`config.mk`:
```
export PLATFORM = sky130hd
export DESIGN_NAME = dot_sqrt
export DESIGN_NICKNAME = d
export VERILOG_FILES = /design/src/rtl/dot_sqrt.sv
export SDC_FILE = /design/constraint.sdc
export NUM_CORES = 1
export LEC_CHECK = 0
export ABC_CLOCK_PERIOD_IN_PS = 2850
export BUFFER_PORTS_ARGS = -buffer_cell sky130_fd_sc_hd__buf_2
export CORE_ASPECT_RATIO = 1.75
export CORE_MARGIN = 4
export CORE_UTILIZATION = 55
export CTS_CLUSTER_SIZE = 40
export DETAILED_ROUTE_END_ITERATION = 16
export PLACE_DENSITY = 0.85
export SYNTH_ARGS = -nofsm -noshare
export SYNTH_HDL_FRONTEND = slang
export SYNTH_SLANG_ARGS = --single-unit
export TNS_END_PERCENT = 50
```
`constraint.sdc`:
```
create_clock -name clock -period 2.85 [get_ports clock]
set_input_delay 0.4275 -clock clock [delete_from_list [all_inputs] [get_ports clock]]
set_output_delay 0.4275 -clock clock [all_outputs]
set_load 0.005 [all_outputs]
```
`src/rtl/dot_sqrt.sv`:
```
// Bit-serial restoring square root: pops one signed Q-format sample, produces
// floor(sqrt(x)) in the same Q format (one root bit per cycle), pushes the result.
module dot_sqrt #(
    parameter int Q_BITS = 10
) (
    input  logic        clock,
    input  logic        reset,
    input  logic [31:0] in_dout,
    input  logic        in_empty,
    output logic        in_rd_en,
    output logic [31:0] out_din,
    input  logic        out_full,
    output logic        out_wr_en
);

    localparam int RAD_W = 32 + Q_BITS + ((32 + Q_BITS) % 2);
    localparam int ITER  = RAD_W / 2;
    localparam int REM_W = ITER + 2;
    localparam int CNT_W = (ITER > 1) ? $clog2(ITER) : 1;
    localparam logic [CNT_W-1:0] CNT_LAST = CNT_W'(ITER - 1);

    typedef enum logic [1:0] {
        IDLE  = 2'd0,
        CALC  = 2'd1,
        WRITE = 2'd2
    } state_t;

    state_t           state_reg;
    state_t           state_next;
    logic [RAD_W-1:0] rad_reg;
    logic [REM_W-1:0] rem_reg;
    logic [ITER-1:0]  root_reg;
    logic [CNT_W-1:0] cnt_reg;

    logic             sample_pos;
    logic             calc_done;
    logic             trial_fits;
    logic [REM_W-1:0] rem_shift;
    logic [REM_W-1:0] trial;
    logic [REM_W-1:0] rem_calc;
    logic [ITER-1:0]  root_calc;

    // One restoring step. The remainder never exceeds 2*root, so its two top
    // bits are always zero before the shift and nothing is lost.
    always_comb begin
        sample_pos = !in_dout[31] && (|in_dout[30:0]);
        calc_done  = (cnt_reg == '0);
        rem_shift  = {rem_reg[REM_W-3:0], rad_reg[RAD_W-1 -: 2]};
        trial      = {root_reg, 2'b01};
        trial_fits = (rem_shift >= trial);
        rem_calc   = trial_fits ? (rem_shift - trial) : rem_shift;
        root_calc  = {root_reg[ITER-2:0], trial_fits};
    end

    always_ff @(posedge clock or negedge reset) begin
        if (!reset) begin
            state_reg <= IDLE;
        end else begin
            state_reg <= state_next;
        end
    end

    always_comb begin
        state_next = state_reg;
        case (state_reg)
            IDLE: begin
                if (!in_empty) begin
                    state_next = sample_pos ? CALC : WRITE;
                end
            end
            CALC: begin
                if (calc_done) begin
                    state_next = WRITE;
                end
            end
            WRITE: begin
                if (!out_full) begin
                    state_next = IDLE;
                end
            end
            default: state_next = IDLE;
        endcase
    end

    // Strobes are held low while reset is asserted, even if a sample is waiting.
    always_comb begin
        in_rd_en  = 1'b0;
        out_wr_en = 1'b0;
        if (reset) begin
            in_rd_en  = (state_reg == IDLE) && !in_empty;
            out_wr_en = (state_reg == WRITE) && !out_full;
        end
    end

    always_ff @(posedge clock or negedge reset) begin
        if (!reset) begin
            rad_reg  <= '0;
            rem_reg  <= '0;
            root_reg <= '0;
            cnt_reg  <= '0;
            out_din  <= '0;
        end else begin
            case (state_reg)
                IDLE: begin
                    if (in_rd_en) begin
                        rem_reg  <= '0;
                        root_reg <= '0;
                        if (sample_pos) begin
                            rad_reg <= RAD_W'({in_dout, {Q_BITS{1'b0}}});
                            cnt_reg <= CNT_LAST;
                        end else begin
                            rad_reg <= '0;
                            out_din <= '0;
                        end
                    end
                end
                CALC: begin
                    rad_reg  <= rad_reg << 2;
                    rem_reg  <= rem_calc;
                    root_reg <= root_calc;
                    if (calc_done) begin
                        out_din <= 32'(root_calc);
                    end else begin
                        cnt_reg <= cnt_reg - 1'b1;
                    end
                end
                default: ;
            endcase
        end
    end

endmodule

```
### Word-level counts from Yosys, hierarchy flattened

Cells that the tools add are included.

* register bits: 123
* input bits: 36
* output and inout bits: 34
* word-level logic and storage cells: 55

* add/sub/neg operators: 2
* $lt $le $gt $ge: 1
* equal/unequal tests: 9
* multiplexer cells: 23
* reduce and logical (&&, ||, !) cells: 14

Operator list (number)
* 32-bit 2-to-1 mux: 3
* 42-bit 2-to-1 mux: 2
* 21-bit one-hot mux with 2 select lines: 2
* 42-bit one-hot mux with 2 select lines: 1
* 32-bit one-hot mux with 2 select lines: 1
* 21-bit 2-to-1 mux: 3
* 31-bit OR reduction: 1
* 23-bit >= comparator: 1
* 21-bit subtractor: 1
* 5-bit 2-to-1 mux: 3
* 2-bit != test, second input constant: 7
* 5-bit one-hot mux with 2 select lines: 1
* 2-bit 2-to-1 mux: 4
* 4-bit AND reduction: 2
* 2-bit one-hot mux with 3 select lines: 1
* 5-bit logical NOT: 1
* 5-bit by 1-bit subtractor with 5-bit output, second input constant: 1
* 1-bit logical AND: 3
* 1-bit logical NOT: 3
* 3-bit AND reduction: 1
* 2-bit by 1-bit == test with 1-bit output, second input constant: 1
* 2-bit == test, second input constant: 1
* 2-bit logical NOT: 1
* 1-bit 2-to-1 mux: 2
* 2 further kinds: 2

### Logic depth before layout (Yosys ltp)

* word-level depth: 5
* mapped depth: 12
* mapped depth without buffers: 10

### Worst setup path after synthesis

OpenSTA, ideal clock, no wires.

* path type: flip-flop to flip-flop
* start: register rem_reg[6]
* end: register rem_reg[10]
* library setup time: 0.131 ns
* arrival time: 2.362 ns
* required time: 2.719 ns
* slack: 0.357 ns
* cell stages (with the launch flop): 12
* buffers on the path: 2
* period minus slack after synthesis: 2.493 ns
* cell sequence: dfrtp_1 -> ha_1 -> a21o_1 -> a21o_1 -> or3_1 -> a31oi_1 -> o31a_1 -> o211a_1 -> buf_6 -> buf_8 -> mux2i_1 -> o21ai_1

* longest elaborated chain between the ends: 3
* elaborated cells between the ends (all ways): 4
* classes of those cells: add/sub (1); order compare (1); mux (2)

Ends and longest elaborated chain
* from (decl): line 31 `logic [REM_W-1:0] rem_reg;`
* from (signal assigned): line 119 `rem_reg <= rem_calc;`
* 21-bit subtractor or 23-bit >= comparator (tied branches): line 51, 50
* 21-bit 2-to-1 mux *: line 51 `rem_calc = trial_fits ? (rem_shift - trial) : rem_shift;`
* 21-bit one-hot mux with 2 select lines *: line 103 `case (state_reg)`

Every way passes the cells marked *; elsewhere a longest branch is shown, timed or not.
A chain may end at the register's enable or synchronous reset.

### Final worst setup path

* start: register rem_reg[5]
* end: register rem_reg[17]

Same word-level chain as after synthesis.

==> results.md <==
* Cell accounting for the most synthesized area: dfrtp_1
* Initial Util at 0.562
* Met1 usage at 0.271
* Final Skew at between 7 and 8 ps
* Worst Slack Setup Final at -6.72 ps
* Tcrit/Tclk final at 1.00
* Highest net fanout along the worst path at 11
* Final wirelength at 13800 um
* Syn avg cell area at 9.43 sq um
* I/O pin total at 70
* HPWL Detailed at 9110 um
* Asr flop ratio synth at 1.00
* Area used by multi-input combinational logic at between 2000 and 3000 sq um
* Num CTS Buffers at 9
* Initial drt markers at roughly 450
* Clock Latency Late Sink at between 300 and 400 ps
* DR WL/cell at 18.0 um
* Initial antenna violation count at 0
* Reg-to-reg startpoint: rem_reg[5]$_DFFE_PN0P_
* Power Density at between 1000 and 1500 nW/um^2
* Die area at roughly 12000 sq um
* Critical path's slowest cell: or4_1
* Reg clk slew, reported paths at 70 ps
* Setup crit start kind: flip-flop
* Met3 Resource Use GR at 0.0439
* Final core occ at 0.642
* PortBufs at between 50 and 60
* Status: finished with violations
* CP Class: reg -> reg
* Top post-synthesis cells by area: dfrtp_1 46%, nand2_1 7.6%, ha_1 5.7%, a221o_1 5.4%, and3_1 3.7%
* Vias at 4760
* Register-to-Register Path Depth at 10
* GRT Overall Usage at 0.227
* Max Clk Rate at about 350 MHz
* Final Hold Vio Count at 0
* H-tree depth at 3
* Critical Path AT at about 3100 ps
* ANT cells at 0
* First-pass GRT wire length at around 22000 um
* Number of synthesized flops with an enable pin at 0
* Peak VDD IR at around 950 uV
* Min-Delay Path Class: in -> async
* Crit-path max cell delay at around 470 ps
* Num Clock Sinks at slightly above 100
* Register area at 2550 sq um
* Cell Area, Synth at between 5000 and 6000 sq um
* # Max-Cap Violations at 0
* Static Leak at 3.15 nW
* Number of global-route vias before repair at 4685
* Flops & latches, synth at roughly 100
* Row cnt at between 40 and 50
* Layout cells sized above 1 at 0.161
* Capturing point of the worst reg2reg path: rem_reg[17]$_DFFE_PN0P_
* Largest net degree at the start of global routing at 75
* Nets@finish at 701
* Worst-Margin Slew at around 1100 ps
* Placer Congestion at 0.933
* Final Non-Filler Cells at 770
* Post-Syn Instances at between 500 and 600
* Buffers & Inverters on Critical Path at 1
* Crit path cell chain: ha_1 > nand4_1 > nor3_1 > or3_1 > a31oi_1 > o31a_1 > o211a_4 > clkbuf_16 > or4_1 > nand3_1
* Final setup fails at 1
* Synth Flop Type: dfrtp_1
* Most numerous cell in the Yosys netlist: nand2_1
* Final setup TNS at -6.72 ps
* FF-to-FF setup slack at -7 ps
* Failing checks: negative setup slack
* Crit. End Element: flip-flop
* TritonCTS clock tree: built
* Synth Warn # at 0
* Met2 usage at 0.400
* Vias per cell at 6.18
* DRC at 0
* 1st-pass router iterations at 5
* Remaining antenna violation count at 0
* Die span in x at between 80 and 90 um
* Max clock buf depth at 2
* Grt peak-use layer: met2
* Commonest cells in the netlist: 112 x nand2_1, 102 x dfrtp_1, 35 x o21ai_0, 33 x and3_1, 30 x a221o_1
* Filler cells at 760
* Post-synth top area share at 0.461
* Inst Count DP at 750
* WP data required at approximately 3100 ps
* Largest register FFs at 32
* Crit path depth at 10
* Gr ovfl total at 0
* Die H at around 140 um
* Yosys cell types at between 50 and 60
* Slew HR at 0.243
* Hold Buf Count CTS at 0
* Crit path time final at ~2900 ps
* Family with the most delay on the worst path: simple AND/OR/NAND/NOR gates
* Core area at between 9000 and 10000 sq um
* Clock Root Buffer: clkbuf_16
* Layout area overhead at 14.3%
* Post-synthesis sequential area ratio at 0.461
* Slew Limit Fails at 0
* Crit path from: rem_reg[5]$_DFFE_PN0P_
## worst register-to-register path, delay by kind of cell, from the launching register on
kind	cells	cell delay [ps]
fa+ha+maj	1	390
buf+inv	1	180
compound gates	3	710
simple gates	5	1090
flops	1	420
## timing repair
action | in CTS | in global routing
gates resized for setup | 0 | 10
hold endpoints to repair | 0 | 0
setup buffers | 0 | 3
setup endpoints to repair | 0 | 17
## kinds of logic after synthesis
kind of cell	after synthesis	synth area share
muxes	14	0.0253
AOI/OAI and AO/OA	150	0.192
and+or+nand+nor	210	0.178
xor gates and xnor gates	16	0.0253
DFF	102	0.461
adders and majority gates	25	0.0565
other	1	0.000678
buffers and inverters	69	0.0606
## worst max-delay path by stage
stage	slack, ps	endpoint
floorplan	360	rem_reg[10]$_DFFE_PN0P_
global placement	180	rem_reg[16]$_DFFE_PN0P_
detailed placement	80	rem_reg[1]$_DFFE_PN0P_
CTS	60	rem_reg[1]$_DFFE_PN0P_
global route	-130	rem_reg[17]$_DFFE_PN0P_
finish	-7	rem_reg[17]$_DFFE_PN0P_
## cell usage in the layout (no fill, tap or decap), types with 14 or more instances in the layout
cell type / synthesis / routed
ha_1: 25 / 19
a21oi_1: 17 / 16
nand2_1: 112 / 112
buf_2: 0 / 57
dfrtp_1: 102 / 102
a21o_1: 15 / 15
o21ai_0: 35 / 35
a221o_1: 30 / 30
mux2i_1: 14 / 14
nor2_1: 17 / 15
and3_1: 33 / 33
buf_4: 11 / 14
inv_1: 28 / 28
## layout make-up
class                           instances  share of cell area
Multi-Input combinational cell        426               0.440
Tap cell                              125              0.0247
Timing Repair Buffer                   73              0.0689
Clock buffer                            9              0.0356
Inverter                               28              0.0166
Clock inverter                          7              0.0107
Sequential cell                       102               0.404
## report_power, final
part	switching, mW	leakage (nW)	internal [mW]
clock	0.605	0.145	0.615
sequential	0.471	1.34	2.07
combinational	3.03	1.66	2.51
total	4.11	3.15	5.19
## layer usage
metal  part of all wire  up-vias  routed length (um)
li1                   -     2199                   -
met1               0.38     2322                5230
met2               0.54      196                7410
met3              0.054       43                 741
met4              0.033        0                 452
met5                  0        -                   0
## per-stage QoR
| step | power (mW) | cell area [sq um] | setup WS, ps | hold slack (ps) |
|---|---|---|---|---|
| finish | 9.30 | 6320 | -6.72 | 71.6 |
| global route | 9.98 | 6320 | -132 | 97.6 |
| CTS | 8.77 | 6190 | 58.4 | 83.6 |
| detailed placement | 7.50 | 5900 | 83.1 | 462 |
| global placement | 7.29 | 5900 | 184 | 451 |
| floorplan | 6.38 | 5570 | 357 | 132 |
Note: power is estimated with default switching activity, not from simulation.
